### config.mk
export PLATFORM = sky130hd
export DESIGN_NAME = scanout_timing_flat
export DESIGN_NICKNAME = d
export VERILOG_FILES = /design/src/rtl/scanout_if.sv /design/src/rtl/scanout_timing.sv /design/src/flat_wrapper.sv
export SDC_FILE = /design/constraint.sdc
export NUM_CORES = 1
export LEC_CHECK = 0
export BUFFER_PORTS_ARGS = -buffer_cell sky130_fd_sc_hd__clkbuf_2
export CAP_MARGIN = 20
export CORE_MARGIN = 2
export CORE_UTILIZATION = 45
export CTS_CLUSTER_SIZE = 10
export DETAILED_ROUTE_END_ITERATION = 8
export PLACE_DENSITY = 0.72
export REMOVE_ABC_BUFFERS = 1
export SLEW_MARGIN = 20
export SYNTH_ARGS = -nofsm -noshare
export SYNTH_HDL_FRONTEND = slang
export SYNTH_SLANG_ARGS = --single-unit
### constraint.sdc
create_clock -name clk -period 3.1 [get_ports clk]
set_input_delay 0.31 -clock clk [delete_from_list [all_inputs] [get_ports clk]]
set_output_delay 0.31 -clock clk [all_outputs]
set_load 0.03 [all_outputs]
### src/rtl/scanout_if.sv
// Bundle for the scanout block: framebuffer read port on one side, video
// output pins on the other. The block drives the master modport.
interface scanout_if #(
   parameter int X_W = 9,
   parameter int Y_W = 8
);
   // fb_rd_en qualifies fb_x/fb_y for one clock. There is no ready: the
   // memory accepts every request and returns pixel_in a fixed latency later.
   logic [X_W-1:0] fb_x;
   logic [Y_W-1:0] fb_y;
   logic           fb_rd_en;
   logic [15:0]    pixel_in;
   logic           vid_hsync;
   logic           vid_vsync;
   logic           vid_de;
   logic [15:0]    vid_pixel;
   logic           frame_start;

   modport master (
      output fb_x, fb_y, fb_rd_en,
      input  pixel_in,
      output vid_hsync, vid_vsync, vid_de, vid_pixel, frame_start
   );

   modport slave (
      input  fb_x, fb_y, fb_rd_en,
      output pixel_in,
      input  vid_hsync, vid_vsync, vid_de, vid_pixel, frame_start
   );
endinterface

### src/rtl/scanout_timing.sv
// VGA raster generator that reads a downscaled framebuffer and realigns the
// returned pixel with sync/de so all video pins change on the same clock.
module scanout_timing #(
   parameter int   H_ACTIVE    = 640,
   parameter int   H_FP        = 16,
   parameter int   H_SYNC      = 96,
   parameter int   H_BP        = 48,
   parameter int   V_ACTIVE    = 480,
   parameter int   V_FP        = 10,
   parameter int   V_SYNC      = 2,
   parameter int   V_BP        = 33,
   parameter int   SCALE_SHIFT = 1,
   parameter int   FB_WIDTH    = 320,
   parameter int   FB_HEIGHT   = 240,
   parameter int   RD_LATENCY  = 1,
   parameter logic SYNC_POL    = 1'b0
) (
   input  logic      clk,
   input  logic      rst,
   scanout_if.master bus
);
   localparam int H_TOTAL = H_ACTIVE + H_FP + H_SYNC + H_BP;
   localparam int V_TOTAL = V_ACTIVE + V_FP + V_SYNC + V_BP;
   localparam int HW      = $clog2(H_TOTAL);
   localparam int VW      = $clog2(V_TOTAL);
   localparam int XW      = $clog2(FB_WIDTH);
   localparam int YW      = $clog2(FB_HEIGHT);

   localparam logic [HW-1:0] H_LAST   = HW'(H_TOTAL - 1);
   localparam logic [HW-1:0] H_ACT_C  = HW'(H_ACTIVE);
   localparam logic [HW-1:0] HS_BEG   = HW'(H_ACTIVE + H_FP);
   localparam logic [HW-1:0] HS_END   = HW'(H_ACTIVE + H_FP + H_SYNC);
   localparam logic [VW-1:0] V_LAST   = VW'(V_TOTAL - 1);
   localparam logic [VW-1:0] V_ACT_C  = VW'(V_ACTIVE);
   localparam logic [VW-1:0] VS_BEG   = VW'(V_ACTIVE + V_FP);
   localparam logic [VW-1:0] VS_END   = VW'(V_ACTIVE + V_FP + V_SYNC);
   localparam logic [HW-1:0] X_MAX    = HW'(FB_WIDTH - 1);
   localparam logic [VW-1:0] Y_MAX    = VW'(FB_HEIGHT - 1);

   // Bit positions inside the per-pixel flag bundle carried down the pipe.
   localparam int F_DE    = 0;
   localparam int F_HS    = 1;
   localparam int F_VS    = 2;
   localparam int F_FIRST = 3;

   logic [HW-1:0] h_cnt_q, h_cnt_d;
   logic [VW-1:0] v_cnt_q, v_cnt_d;
   logic          h_wrap, v_wrap;
   logic          active, hs_act, vs_act, first_pix;
   logic [HW-1:0] x_scaled;
   logic [VW-1:0] y_scaled;

   logic [XW-1:0] fb_x_q, fb_x_d;
   logic [YW-1:0] fb_y_q, fb_y_d;
   logic [3:0]    flags_a_q, flags_a_d;

   logic [3:0]    dly_q [RD_LATENCY];
   logic [3:0]    dly_d [RD_LATENCY];
   logic [3:0]    flags_b;

   logic [15:0]   vid_pixel_q, vid_pixel_d;
   logic          vid_de_q, vid_de_d;
   logic          vid_hsync_q, vid_hsync_d;
   logic          vid_vsync_q, vid_vsync_d;
   logic          frame_start_q, frame_start_d;

   // Raster counters: h wraps every line, v advances on each h wrap.
   always_comb begin
      h_wrap  = (h_cnt_q == H_LAST);
      v_wrap  = (v_cnt_q == V_LAST);
      h_cnt_d = h_wrap ? '0 : h_cnt_q + HW'(1);
      v_cnt_d = v_cnt_q;
      if (h_wrap) begin
         v_cnt_d = v_wrap ? '0 : v_cnt_q + VW'(1);
      end
   end

   always_comb begin
      active    = (h_cnt_q < H_ACT_C) && (v_cnt_q < V_ACT_C);
      hs_act    = (h_cnt_q >= HS_BEG) && (h_cnt_q < HS_END);
      vs_act    = (v_cnt_q >= VS_BEG) && (v_cnt_q < VS_END);
      first_pix = (h_cnt_q == '0) && (v_cnt_q == '0);
   end

   // Stage A: address generation; coordinates hold through blanking and are
   // clamped so a mismatched parameter set cannot address past the buffer.
   always_comb begin
      x_scaled  = h_cnt_q >> SCALE_SHIFT;
      y_scaled  = v_cnt_q >> SCALE_SHIFT;
      fb_x_d    = fb_x_q;
      fb_y_d    = fb_y_q;
      if (active) begin
         fb_x_d = (x_scaled > X_MAX) ? XW'(X_MAX) : XW'(x_scaled);
         fb_y_d = (y_scaled > Y_MAX) ? YW'(Y_MAX) : YW'(y_scaled);
      end
      flags_a_d = {first_pix, vs_act, hs_act, active};
   end

   // Stage B: flags wait out the memory read latency.
   always_comb begin
      dly_d[0] = flags_a_q;
      for (int i = 1; i < RD_LATENCY; i++) begin
         dly_d[i] = dly_q[i-1];
      end
      flags_b = dly_q[RD_LATENCY-1];
   end

   // Stage C: output register; pixel is forced to black outside de.
   always_comb begin
      vid_de_d      = flags_b[F_DE];
      vid_pixel_d   = flags_b[F_DE] ? bus.pixel_in : 16'h0000;
      vid_hsync_d   = flags_b[F_HS] ? SYNC_POL : ~SYNC_POL;
      vid_vsync_d   = flags_b[F_VS] ? SYNC_POL : ~SYNC_POL;
      frame_start_d = flags_b[F_FIRST];
   end

   always_ff @(posedge clk) begin
      if (!rst) begin
         h_cnt_q       <= '0;
         v_cnt_q       <= '0;
         fb_x_q        <= '0;
         fb_y_q        <= '0;
         flags_a_q     <= '0;
         for (int i = 0; i < RD_LATENCY; i++) begin
            dly_q[i] <= '0;
         end
         vid_pixel_q   <= '0;
         vid_de_q      <= 1'b0;
         vid_hsync_q   <= ~SYNC_POL;
         vid_vsync_q   <= ~SYNC_POL;
         frame_start_q <= 1'b0;
      end else begin
         h_cnt_q       <= h_cnt_d;
         v_cnt_q       <= v_cnt_d;
         fb_x_q        <= fb_x_d;
         fb_y_q        <= fb_y_d;
         flags_a_q     <= flags_a_d;
         for (int i = 0; i < RD_LATENCY; i++) begin
            dly_q[i] <= dly_d[i];
         end
         vid_pixel_q   <= vid_pixel_d;
         vid_de_q      <= vid_de_d;
         vid_hsync_q   <= vid_hsync_d;
         vid_vsync_q   <= vid_vsync_d;
         frame_start_q <= frame_start_d;
      end
   end

   assign bus.fb_x        = fb_x_q;
   assign bus.fb_y        = fb_y_q;
   assign bus.fb_rd_en    = flags_a_q[F_DE];
   assign bus.vid_pixel   = vid_pixel_q;
   assign bus.vid_de      = vid_de_q;
   assign bus.vid_hsync   = vid_hsync_q;
   assign bus.vid_vsync   = vid_vsync_q;
   assign bus.frame_start = frame_start_q;
endmodule
### src/flat_wrapper.sv
// flat-port wrapper written by rule: the top's interface ports become plain ports
module scanout_timing_flat 
#(
   parameter int   H_ACTIVE    = 640,
   parameter int   H_FP        = 16,
   parameter int   H_SYNC      = 96,
   parameter int   H_BP        = 48,
   parameter int   V_ACTIVE    = 480,
   parameter int   V_FP        = 10,
   parameter int   V_SYNC      = 2,
   parameter int   V_BP        = 33,
   parameter int   SCALE_SHIFT = 1,
   parameter int   FB_WIDTH    = 320,
   parameter int   FB_HEIGHT   = 240,
   parameter int   RD_LATENCY  = 1,
   parameter logic SYNC_POL    = 1'b0
)
  (clk, rst, bus_fb_x, bus_fb_y, bus_fb_rd_en, bus_pixel_in, bus_vid_hsync, bus_vid_vsync, bus_vid_de, bus_vid_pixel, bus_frame_start);
  scanout_if bus_i ();
  input  logic clk;
  input  logic rst;
  output wire logic [$bits(bus_i.fb_x)-1:0] bus_fb_x;
  output wire logic [$bits(bus_i.fb_y)-1:0] bus_fb_y;
  output wire logic [$bits(bus_i.fb_rd_en)-1:0] bus_fb_rd_en;
  input wire logic [$bits(bus_i.pixel_in)-1:0] bus_pixel_in;
  output wire logic [$bits(bus_i.vid_hsync)-1:0] bus_vid_hsync;
  output wire logic [$bits(bus_i.vid_vsync)-1:0] bus_vid_vsync;
  output wire logic [$bits(bus_i.vid_de)-1:0] bus_vid_de;
  output wire logic [$bits(bus_i.vid_pixel)-1:0] bus_vid_pixel;
  output wire logic [$bits(bus_i.frame_start)-1:0] bus_frame_start;
  assign bus_fb_x = bus_i.fb_x;
  assign bus_fb_y = bus_i.fb_y;
  assign bus_fb_rd_en = bus_i.fb_rd_en;
  assign bus_i.pixel_in = bus_pixel_in;
  assign bus_vid_hsync = bus_i.vid_hsync;
  assign bus_vid_vsync = bus_i.vid_vsync;
  assign bus_vid_de = bus_i.vid_de;
  assign bus_vid_pixel = bus_i.vid_pixel;
  assign bus_frame_start = bus_i.frame_start;
  scanout_timing #(.H_ACTIVE(H_ACTIVE), .H_FP(H_FP), .H_SYNC(H_SYNC), .H_BP(H_BP), .V_ACTIVE(V_ACTIVE), .V_FP(V_FP), .V_SYNC(V_SYNC), .V_BP(V_BP), .SCALE_SHIFT(SCALE_SHIFT), .FB_WIDTH(FB_WIDTH), .FB_HEIGHT(FB_HEIGHT), .RD_LATENCY(RD_LATENCY), .SYNC_POL(SYNC_POL)) u_core (.clk(clk), .rst(rst), .bus(bus_i));
endmodule
Yosys cells after proc, flatten, opt, wreduce, memory -nomap -nowiden

Memories as Yosys holds them, arrays and structs flattened.
Cells that the tools add are included.

Output and inout bits: 38
Memories: 1
Register bits after elaboration: 61
RAM bits: 4

Memory list:

| name         | depth | width | rd ports | clocked after memory_dff | wr ports | line                 | text |
|---|---|---|---|---|---|---|---|
| u_core.dly_q | 1     | 4     | 1        | 0                        | 1        | scanout_timing.sv:57 | `logic [3:0] dly_q [RD_LATENCY];` |

Equality and inequality tests: 2
Multiplexer cells: 9
Reduce and logical (&&, ||, !) cells: 9
Magnitude comparators: 8
Bitwise gates (word level): 1
Add/subtract/negate cells: 2

Operators with widths:

| cell                                                                | count |
|---|---|
| adder 10 x 1 -> 10 bit (second input constant)                      | 2 |
| == test 10 bit (second input constant)                              | 2 |
| logical NOT 10 bit                                                  | 2 |
| < comparator 10 bit (second input constant)                         | 2 |
| < comparator 10 x 9 -> 1 bit (second input constant)                | 2 |
| greater-or-equal comparator 10 bit (second input constant)          | 1 |
| greater-or-equal comparator 10 x 9 -> 1 bit (second input constant) | 1 |
| two-way mux 10 bit                                                  | 1 |
| greater-than comparator 9 x 8 -> 1 bit (second input constant)      | 1 |
| greater-than comparator 9 bit (second input constant)               | 1 |
| two-way mux 9 bit                                                   | 1 |
| two-way mux 8 bit                                                   | 1 |
| two-way mux 1 bit                                                   | 5 |
| logical AND 1 bit                                                   | 4 |
| two-way mux 4 bit                                                   | 1 |
| OR reduction 4 bit                                                  | 1 |
| AND reduction 2 bit                                                 | 1 |
| OR reduction 2 bit                                                  | 1 |
| NOT 1 bit                                                           | 1 |

Logic depth before layout (Yosys ltp)

Gate-level depths: netlist (run 1).

Word-level depth: 3
Depth in mapped cells: 7
Gate-level depth less buffers: 5

Least setup slack after synthesis (run 1)

No wires, ideal clock.

Kind: flip-flop to flip-flop
Start point: register u_core.h_cnt_q[6]
End point: register u_core.v_cnt_q[0]
Required time: 2.961 ns
Setup time: 0.139 ns
Setup slack: 1.410 ns
Cell stages (with the launch flop): 6
Data arrival time: 1.551 ns
Path through: dfxtp_1 > buf_6 > nand4bb_4 > or3_1 > o31ai_1 > nor2_1

Word-level cells in the longest chain between the ends: 1

Ends and longest elaborated chain:

| element                | line                  | text |
|---|---|---|
| start, declared        | scanout_timing.sv:46  | `logic [HW-1:0] h_cnt_q, h_cnt_d;` |
| start signal, assigned | scanout_timing.sv:133 | `h_cnt_q <= h_cnt_d;` |
| == test 10 bit         | scanout_timing.sv:69  | `h_wrap = (h_cnt_q == H_LAST);` |
| end signal, assigned   | scanout_timing.sv:134 | `v_cnt_q <= v_cnt_d;` |
| end, declared          | scanout_timing.sv:47  | `logic [VW-1:0] v_cnt_q, v_cnt_d;` |

No other way between the ends.
A chain may end at the register's enable or synchronous reset.

Worst setup path after layout (run 1)

Start point: register u_core.h_cnt_q[8]
End point: register u_core.v_cnt_q[4]

The elaborated chain is that of the path after synthesis.

==> results.json, run 1 <==
{
  "syn_avg_cell_area_um2": 9.288,
  "multi_input_area_mm2": 0.001052,
  "detail-route-antenna-nets": 0,
  "wl_per_cell_um": 13.26,
  "use_met3": 0.05517,
  "grt_max_degree": 21,
  "cp-end-kind": "flip-flop",
  "clk_pin_slew_worst_paths_ns": 0.07,
  "grt_use_met1": 0.2173,
  "worst-setup-path-type": "flip-flop to flip-flop",
  "cts_num_sinks": 65,
  "synth_xor_area_frac": 0.03885,
  "finalSetupViolations": 0,
  "die-area_mm2": 0.006121,
  "drc": 0,
  "post-route-period-util": 0.6254,
  "arrival_ns": 2.14,
  "grt_pass1_wl_mm": 8.459,
  "fin_worst_skew_ns": 0.007638,
  "ys_seq_area_frac": 0.5247,
  "gp_congestion": 0.8224,
  "routed_wirelength_mm": 5.183,
  "synth.area.mux_share": 0.01615,
  "path_max_fanout": 10,
  "r2r.worst_path.cells": 4,
  "syn-instance-count": 267,
  "die_y_um": 78.24,
  "dp_hpwl_mm": 3.700,
  "hold_buffers": 0,
  "yosysUniqueCellTypes": 38,
  "maxClockFrequency_mhz": 515.8,
  "synth-edff-count": 0,
  "grt_pass1_vias": 1836,
  "cp.required_ns": 3.30,
  "antenna_found_initial": 0,
  "regToRegSetupSlack_ns": 1.16,
  "n_antenna_cell": 0,
  "globalRoute.busiestLayer": "met2",
  "synth_area_mm2": 0.002480,
  "grtUsageTotal": 0.1769,
  "r2r-end": "u_core.v_cnt_q[4]",
  "grt_overflow": 0,
  "fp.dieW_um": 78.24,
  "vdd_drop_max_mv": 0.2272,
  "cp-endpoint": "u_core.v_cnt_q[4]",
  "hold_path.class": "input pin to flip-flop",
  "power-per-cell-area_mw_per_mm2": 578.6,
  "io_buffers": 55,
  "cp-startpoint": "u_core.h_cnt_q[8]",
  "rsz0062_at_grt": "false",
  "fp-row-count": 27,
  "status": "complete, no violations",
  "start_util": 0.4588,
  "htree_levels": 3,
  "worst-path-buf-inv": 0,
  "nNetsFinal": 336,
  "synth-simple-area-share": 0.2644,
  "r2r_start": "u_core.h_cnt_q[8]",
  "fillers": 519,
  "clock_path_buffers": 2,
  "cts_tree": "done",
  "total_power_uw": 1733,
  "yosys_warnings": 0,
  "vias": 2023,
  "viasPerCell": 5.174,
  "drv_slew": 0,
  "dr.pass1.iters": 4,
  "crit_slowest_cell": "o31ai_1",
  "crit_chain": "nand4bb_4 -> or3_1 -> o31ai_1 -> nor2_1",
  "core_mm2": 0.005405,
  "relSlewSlack": 0.5488,
  "num_io_pins": 56,
  "syn2layout_area_growth_pct": 20.79,
  "post_cts_buffers": 0,
  "p_leak_uw": 0.001262,
  "final_hold_viol_count": 0,
  "layout.area.seq_mm2": 0.001301,
  "cts-resized-gates": 0,
  "use_met2": 0.2810,
  "cp_num_cells": 4,
  "numCtsBuffers": 9,
  "drv_cap": 0,
  "worstMarginPinSlew_ns": 0.6711,
  "crit_path_start_kind": "flip-flop",
  "synth_ff_type": "dfxtp_1",
  "async_flop_share": 0,
  "synth-seq-cells": 65,
  "tns_ns": 0,
  "cts_root_buf": "clkbuf_8",
  "critPathMaxStageDelay_ns": 0.62,
  "synth_compound_area_frac": 0.08476,
  "synth_top_family_by_area": "simple AND/OR/NAND/NOR gates",
  "first_iter_violations": 88,
  "finalCriticalPeriod_ns": 1.939,
  "drive_gt1_frac": 0.2508,
  "synth_fa_ha_area_frac": 0.02018,
  "clkLatencyLatePin_ns": 0.33,
  "cp_top_family": "compound AO/OA/AOI/OAI gates"
}
worst register-to-register path: stages, from the launching register on:
cell,delay (ns)
dfxtp_1,0.57
nand4bb_4,0.15
or3_1,0.36
o31ai_1,0.62
nor2_1,0.11
worst min path at each step:
stage	startpoint	end	slack (ns)	depth (start not counted)
after global placement	u_core.dly_q[0][2]	u_core.bus.vid_vsync	0.35	1
after floorplan	u_core.dly_q[0][1]	u_core.bus.vid_hsync	0.35	1
final	bus_pixel_in[13]	u_core.bus.vid_pixel[13]	0.21	2
after detailed placement	u_core.dly_q[0][1]	u_core.bus.vid_hsync	0.36	1
after CTS	bus_pixel_in[13]	u_core.bus.vid_pixel[13]	0.20	2
after global routing	bus_pixel_in[10]	u_core.bus.vid_pixel[10]	0.21	2
area by class of cell:
type,count,share of cell area
repair buffers,58,0.09942
clock inverters,6,0.03008
well taps,72,0.03008
flip-flops and latches,65,0.4344
multi-input cells,173,0.3513
inverters,7,0.008772
clock buffers,10,0.04595
cells in the final DEF (no fill, tap or decap), drive strengths merged, types with 6 or more instances in the layout:
| master | count |
|---|---|
| a21oi | 17 |
| and2 | 6 |
| and3 | 16 |
| clkbuf | 65 |
| dfxtp | 65 |
| inv | 8 |
| nand2 | 34 |
| nand4 | 6 |
| nor2 | 23 |
| nor3 | 8 |
| xor2 | 6 |
cell families (layout without fill, tap and decap cells):
logic type,count (synthesis),count (layout)
XOR/XNOR,11,11
adder cells (fa/ha/maj),4,4
flip-flops,65,65
AND/OR/NAND/NOR,122,122
AO/OA/AOI/OAI,32,32
buffers and inverters,29,81
multiplexers,4,4
through the flow:
stage | setup slack (ns) | cells | utilization | cell area (um^2) | hold slack, ns
after global routing | 0.9281 | 391 | 0.5542 | 2995 | 0.2063
final | 1.161 | 391 | 0.5542 | 2995 | 0.2092
after CTS | 1.166 | 391 | 0.5542 | 2995 | 0.1952
after floorplan | 1.406 | 245 | - | 2380 | 0.3504
after detailed placement | 1.179 | 375 | 0.5120 | 2768 | 0.3579
after global placement | 1.178 | 375 | 0.5120 | 2768 | 0.3550
Yosys cell counts (all sizes together), types with 6 or more instances:
master	number	share of area
nor3	8	0.016
nand4	6	0.015
dfxtp	65	0.52
buf	9	0.021
a21oi	17	0.034
nor2	23	0.035
and3	16	0.040
and2	6	0.015
inv	7	0.011
xor2	6	0.021
nand2	34	0.051
clkbuf	13	0.020
flip-flops by register name, indices dropped and copies added (netlist names):
| register | cells |
|---|---|
| u_core.bus.vid_pixel | 16 |
| u_core.h_cnt_q | 10 |
| u_core.v_cnt_q | 10 |
| u_core.bus.fb_x | 9 |
| u_core.bus.fb_y | 8 |
| u_core.dly_d | 4 |
| u_core.dly_q | 4 |
| u_core.bus.frame_start | 1 |
| u_core.bus.vid_de | 1 |
| u_core.bus.vid_hsync | 1 |
| u_core.bus.vid_vsync | 1 |
where the power goes:
part	internal [uW]	switching, uW	total [uW]
combinational	26.1	44.7	70.8
sequential	850	10.1	860
clock	477	326	803
layer usage:
layer | vias up | part of all wire
li1 | 1014 | -
met1 | 928 | 0.44
met2 | 73 | 0.46
met3 | 8 | 0.085
met4 | 0 | 0.017
met5 | - | 0
(Power assumes the default switching activity.)
==> run 2: changes to the inputs <==
==> constraint.sdc (replaced) <==
create_clock -name clk -period 1.9 [get_ports clk]
set_input_delay 0.19 -clock clk [delete_from_list [all_inputs] [get_ports clk]]
set_output_delay 0.19 -clock clk [all_outputs]
set_load 0.03 [all_outputs]
==> results.json, run 2 (synthesis gave the netlist of run 1 again) <==
{
  "fp-row-count": 27,
  "cts_num_sinks": 65,
  "wl_per_cell_um": 13.50,
  "dr.pass1.iters": 4,
  "fin_ws_ns": 0.09468,
  "fp.dieW_um": 78.24,
  "power-per-cell-area_mw_per_mm2": 827.4,
  "start_util": 0.4588,
  "final_cell_mix": "dfxtp_1 (65), clkbuf_2 (55), nand2_1 (34)",
  "worstMarginPinSlew_ns": 0.5254,
  "drv_cap": 0,
  "path_max_fanout": 10,
  "numCtsBuffers": 9,
  "place_ws_ns": 0.07568,
  "dr.max_layer_used": "met4",
  "gp_congestion": 0.8346,
  "grtUsageTotal": 0.1913,
  "arrival_ns": 2.08,
  "fin_worst_skew_ns": 0.01189,
  "dp_hpwl_mm": 4.120,
  "cp.required_ns": 2.17,
  "post-route-period-util": 0.9502,
  "vias": 2103,
  "wl_met2_mm": 2.457,
  "cp-end-kind": "flip-flop",
  "htree_levels": 3,
  "clkLatencyLatePin_ns": 0.35,
  "grt_overflow": 0,
  "relSlewSlack": 0.6493,
  "rsz0062_at_grt": "true",
  "status": "complete, no violations",
  "first_iter_violations": 97,
  "hold_buffers": 0,
  "detail-route-antenna-nets": 0,
  "grt_pass1_wl_mm": 8.956,
  "antenna_found_initial": 0,
  "vdd_drop_max_mv": 0.3748,
  "core_mm2": 0.005405,
  "cts_tree": "done",
  "syn2layout_area_growth_pct": 25.28,
  "n_antenna_cell": 0,
  "routed_wirelength_mm": 5.535,
  "utilization": 0.5748,
  "finalCriticalPeriod_ns": 1.805,
  "die_y_um": 78.24,
  "grt_max_degree": 19,
  "nNetsFinal": 355,
  "worst-setup-path-type": "flip-flop to flip-flop",
  "die-area_mm2": 0.006121,
  "clk_pin_slew_worst_paths_ns": 0.08,
  "post_cts_buffers": 0,
  "maxClockFrequency_mhz": 553.9,
  "num_io_pins": 56,
  "wl_met3_um": 443,
  "grt_pass1_vias": 1979,
  "final_hold_viol_count": 0,
  "wirelength_met1_mm": 2.480,
  "clock_path_buffers": 2,
  "drc": 0,
  "drv_slew": 0,
  "cts_root_buf": "clkbuf_8",
  "io_buffers": 55,
  "finalSetupViolations": 0,
  "final_common_cell": "dfxtp_1",
  "p_leak_uw": 0.001342,
  "hold_path.class": "input pin to flip-flop",
  "drive_gt1_frac": 0.3077,
  "crit_path_start_kind": "flip-flop",
  "largest_reg_flops": 16,
  "viasPerCell": 5.129,
  "cts-resized-gates": 0
}
## run 2: worst max-delay path: stages, from the launching register on
cell	delay, ns
dfxtp_1	0.55
nand4bb_4	0.16
or3_1	0.36
or4_1	0.51
a21oi_1	0.14
## run 2: layout make-up
class,instances,area [um^2]
Timing Repair Buffer,77,440.4
Multi-Input combinational cell,173,1069
Tap cell,72,90.09
Clock inverter,6,42.54
Sequential cell,65,1301
Clock buffer,10,137.6
Inverter,7,26.28
Fill cell,506,2298
## run 2: path summary, 6_finish.rpt
check        cells after the start  slack [ns]                from                      end
max reg2reg                      4        0.09   u_core.h_cnt_q[8]        u_core.v_cnt_q[9]
max                              4        0.09   u_core.h_cnt_q[8]        u_core.v_cnt_q[9]
min reg2reg                      1        0.38  u_core.dly_q[0][2]     u_core.bus.vid_vsync
min                              2        0.08     bus_pixel_in[0]  u_core.bus.vid_pixel[0]
## run 2: where the power goes
group	switching, uW	leakage, uW	internal [uW]
logic	74.4	0.000726	46.8
registers	16.0	0.000527	1390
clock network	538	0.0000887	509
## run 2: stage by stage
step / power (uW) / setup TNS [ns] / instances / hold WS, ns / cell area, um^2
after floorplan: 1495 / 0 / 245 / 0.2519 / 2380
after global placement: 1553 / 0 / 394 / 0.3543 / 2910
after detailed placement: 1555 / 0 / 394 / 0.3619 / 2910
after CTS: 2598 / 0 / 410 / 0.06726 / 3090
after global routing: 2672 / -0.005666 / 410 / 0.06690 / 3107
final: 2570 / 0 / 410 / 0.08342 / 3107
## run 2: per-layer routing
metal | GRT usage | vias up
li1 | - | 1052
met1 | 0.2281 | 956
met2 | 0.2931 | 81
met3 | 0.07931 | 14
met4 | 0.1035 | 0
met5 | 0 | -
==> run 3: changes to the inputs <==
--- a/config.mk
+++ b/config.mk
@@ -5,13 +5,13 @@
 export SDC_FILE = /design/constraint.sdc
 export NUM_CORES = 1
 export LEC_CHECK = 0
-export BUFFER_PORTS_ARGS = -buffer_cell sky130_fd_sc_hd__clkbuf_2
 export CAP_MARGIN = 20
-export CORE_MARGIN = 2
 export CORE_UTILIZATION = 45
+export CTS_BUF_LIST = sky130_fd_sc_hd__clkbuf_16
 export CTS_CLUSTER_SIZE = 10
 export DETAILED_ROUTE_END_ITERATION = 8
-export PLACE_DENSITY = 0.72
+export DONT_BUFFER_PORTS = 1
+export PLACE_DENSITY = 0.64
 export REMOVE_ABC_BUFFERS = 1
 export SLEW_MARGIN = 20
 export SYNTH_ARGS = -nofsm -noshare
==> results.json, run 3 (synthesis gave the netlist of run 1 again) <==
{
  "die-area_mm2": 0.005812,
  "nNetsFinal": 301,
  "clk_pin_slew_worst_paths_ns": 0.06,
  "regToRegSetupSlack_ns": 0.12,
  "crit_path_start_kind": "flip-flop",
  "tns_ns": 0,
  "grt_overflow": 0,
  "final_common_cell": "dfxtp_1",
  "maxClockFrequency_mhz": 562.5,
  "vias": 1914,
  "finalSetupViolations": 0,
  "n_antenna_cell": 0,
  "p_leak_uw": 0.001146,
  "drive_gt1_frac": 0.1585,
  "detail-route-antenna-nets": 0,
  "min_to": "u_core.bus.vid_pixel[6]",
  "gp_congestion": 0.8507,
  "fillers": 448,
  "fp-row-count": 26,
  "numCtsBuffers": 9,
  "largest_reg_flops": 16,
  "routed_wirelength_mm": 5.394,
  "viasPerCell": 5.407,
  "worst_hold_slack_ns": 0.006232,
  "r2r_start": "u_core.h_cnt_q[0]",
  "drc": 0,
  "finalCriticalPeriod_ns": 1.778,
  "grt_pass1_wl_mm": 8.845,
  "r2r-end": "u_core.v_cnt_q[8]",
  "antenna_found_initial": 0,
  "wl_per_cell_um": 15.24,
  "htree_levels": 3,
  "first_iter_violations": 146,
  "clkLatencyLatePin_ns": 0.33,
  "worst-setup-path-type": "flip-flop to flip-flop",
  "fin_worst_skew_ns": 0.005291,
  "final_hold_viol_count": 0,
  "cp-end-kind": "flip-flop",
  "start_util": 0.4764,
  "fp.dieW_um": 76.24,
  "path_max_fanout": 5,
  "grt_max_degree": 24,
  "worstMarginPinSlew_ns": 0.4454,
  "hp-start": "rst",
  "cts_tree": "done",
  "die_y_um": 76.24,
  "grt_pass1_vias": 1771,
  "cp.required_ns": 2.15,
  "rsz0062_at_grt": "false",
  "num_io_pins": 56,
  "relSlewSlack": 0.7027,
  "core_mm2": 0.005205,
  "final_cell_mix": "dfxtp_1 (64), nand2_1 (34), nor2_1 (23)",
  "arrival_ns": 2.03,
  "grtUsageTotal": 0.1975,
  "status": "complete, no violations",
  "syn2layout_area_growth_pct": 19.22,
  "cp-startpoint": "u_core.h_cnt_q[0]",
  "r2r.worst_path.cells": 5,
  "cts_num_sinks": 65,
  "whs_path_depth": 1,
  "drv_slew": 0,
  "dp_hpwl_mm": 3.560,
  "dr.pass1.iters": 4,
  "drv_cap": 0,
  "post-route-period-util": 0.9357,
  "hold_path.class": "input pin to flip-flop",
  "vdd_drop_max_mv": 0.5092,
  "clock_path_buffers": 2,
  "power-per-cell-area_mw_per_mm2": 1054,
  "cts_root_buf": "clkbuf_16",
  "post_cts_buffers": 0,
  "io_buffers": 0
}
## run 3: cell count changes in the layout (fill, tap and decap cells not counted), moves of 2 or more
cell,before,now
buf_4,22,20
clkbuf_16,0,9
clkbuf_2,55,0
clkbuf_8,10,0
dlygate4sd3_1,0,3
## run 3: worst max-delay path by stage
stage                             end  cells past startpoint  slack [ns]
floorplan           u_core.v_cnt_q[3]                      4        0.21
global placement    u_core.v_cnt_q[8]                      5        0.17
CTS                 u_core.v_cnt_q[3]                      5        0.11
detailed placement  u_core.v_cnt_q[3]                      5        0.12
global route        u_core.v_cnt_q[8]                      5        0.01
finish              u_core.v_cnt_q[8]                      5        0.12
## run 3: area by class of cell
cell class	instances	area (um^2)	area share
inverter	7	26.28	0.008887
tap	70	87.58	0.02962
multi-input combinational	173	1065	0.3601
timing repair buffer	23	180.2	0.06094
clock buffer	9	225.2	0.07617
clock inverter	7	70.07	0.02370
sequential	65	1303	0.4405
## run 3: per-stage QoR
step	power [uW]	std cells	setup WS, ns	util	cell area [um^2]
after CTS	3138	354	0.1087	0.5654	2943
after detailed placement	1517	335	0.1246	0.5029	2618
final	3118	354	0.1222	0.5680	2957
after global placement	1515	335	0.1741	0.5029	2618
after floorplan	1495	245	0.2061	-	2380
after global routing	3226	354	0.01473	0.5680	2957
## run 3: layer usage
metal | up-vias | track usage | wire length (um)
li1 | 944 | - | -
met1 | 875 | 0.2558 | 2497
met2 | 89 | 0.2892 | 2349
met3 | 6 | 0.07784 | 475
met4 | 0 | 0.08654 | 71
met5 | - | 0 | 0
## run 3: repair_timing
| action | in CTS | in global routing |
|---|---|---|
| resized for setup | 0 | 4 |
| hold buffers | 3 | 0 |
| hold endpoints to repair | 11 | 0 |
| endpoints found under the setup margin | 0 | 5 |
## run 3: critical path, cell delays in order (launching register included)
cell,delay (ns)
dfxtp_1,0.40
ha_2,0.24
nand4_1,0.19
or4_4,0.55
mux2i_1,0.13
nor3_1,0.18
## run 3: where the power goes
part           total (uW)  switching (uW)  internal, uW  leakage, uW
Clock                1620             609          1010     0.000135
Combinational        63.7            34.2          29.5     0.000483
Sequential           1430            45.1          1390     0.000527
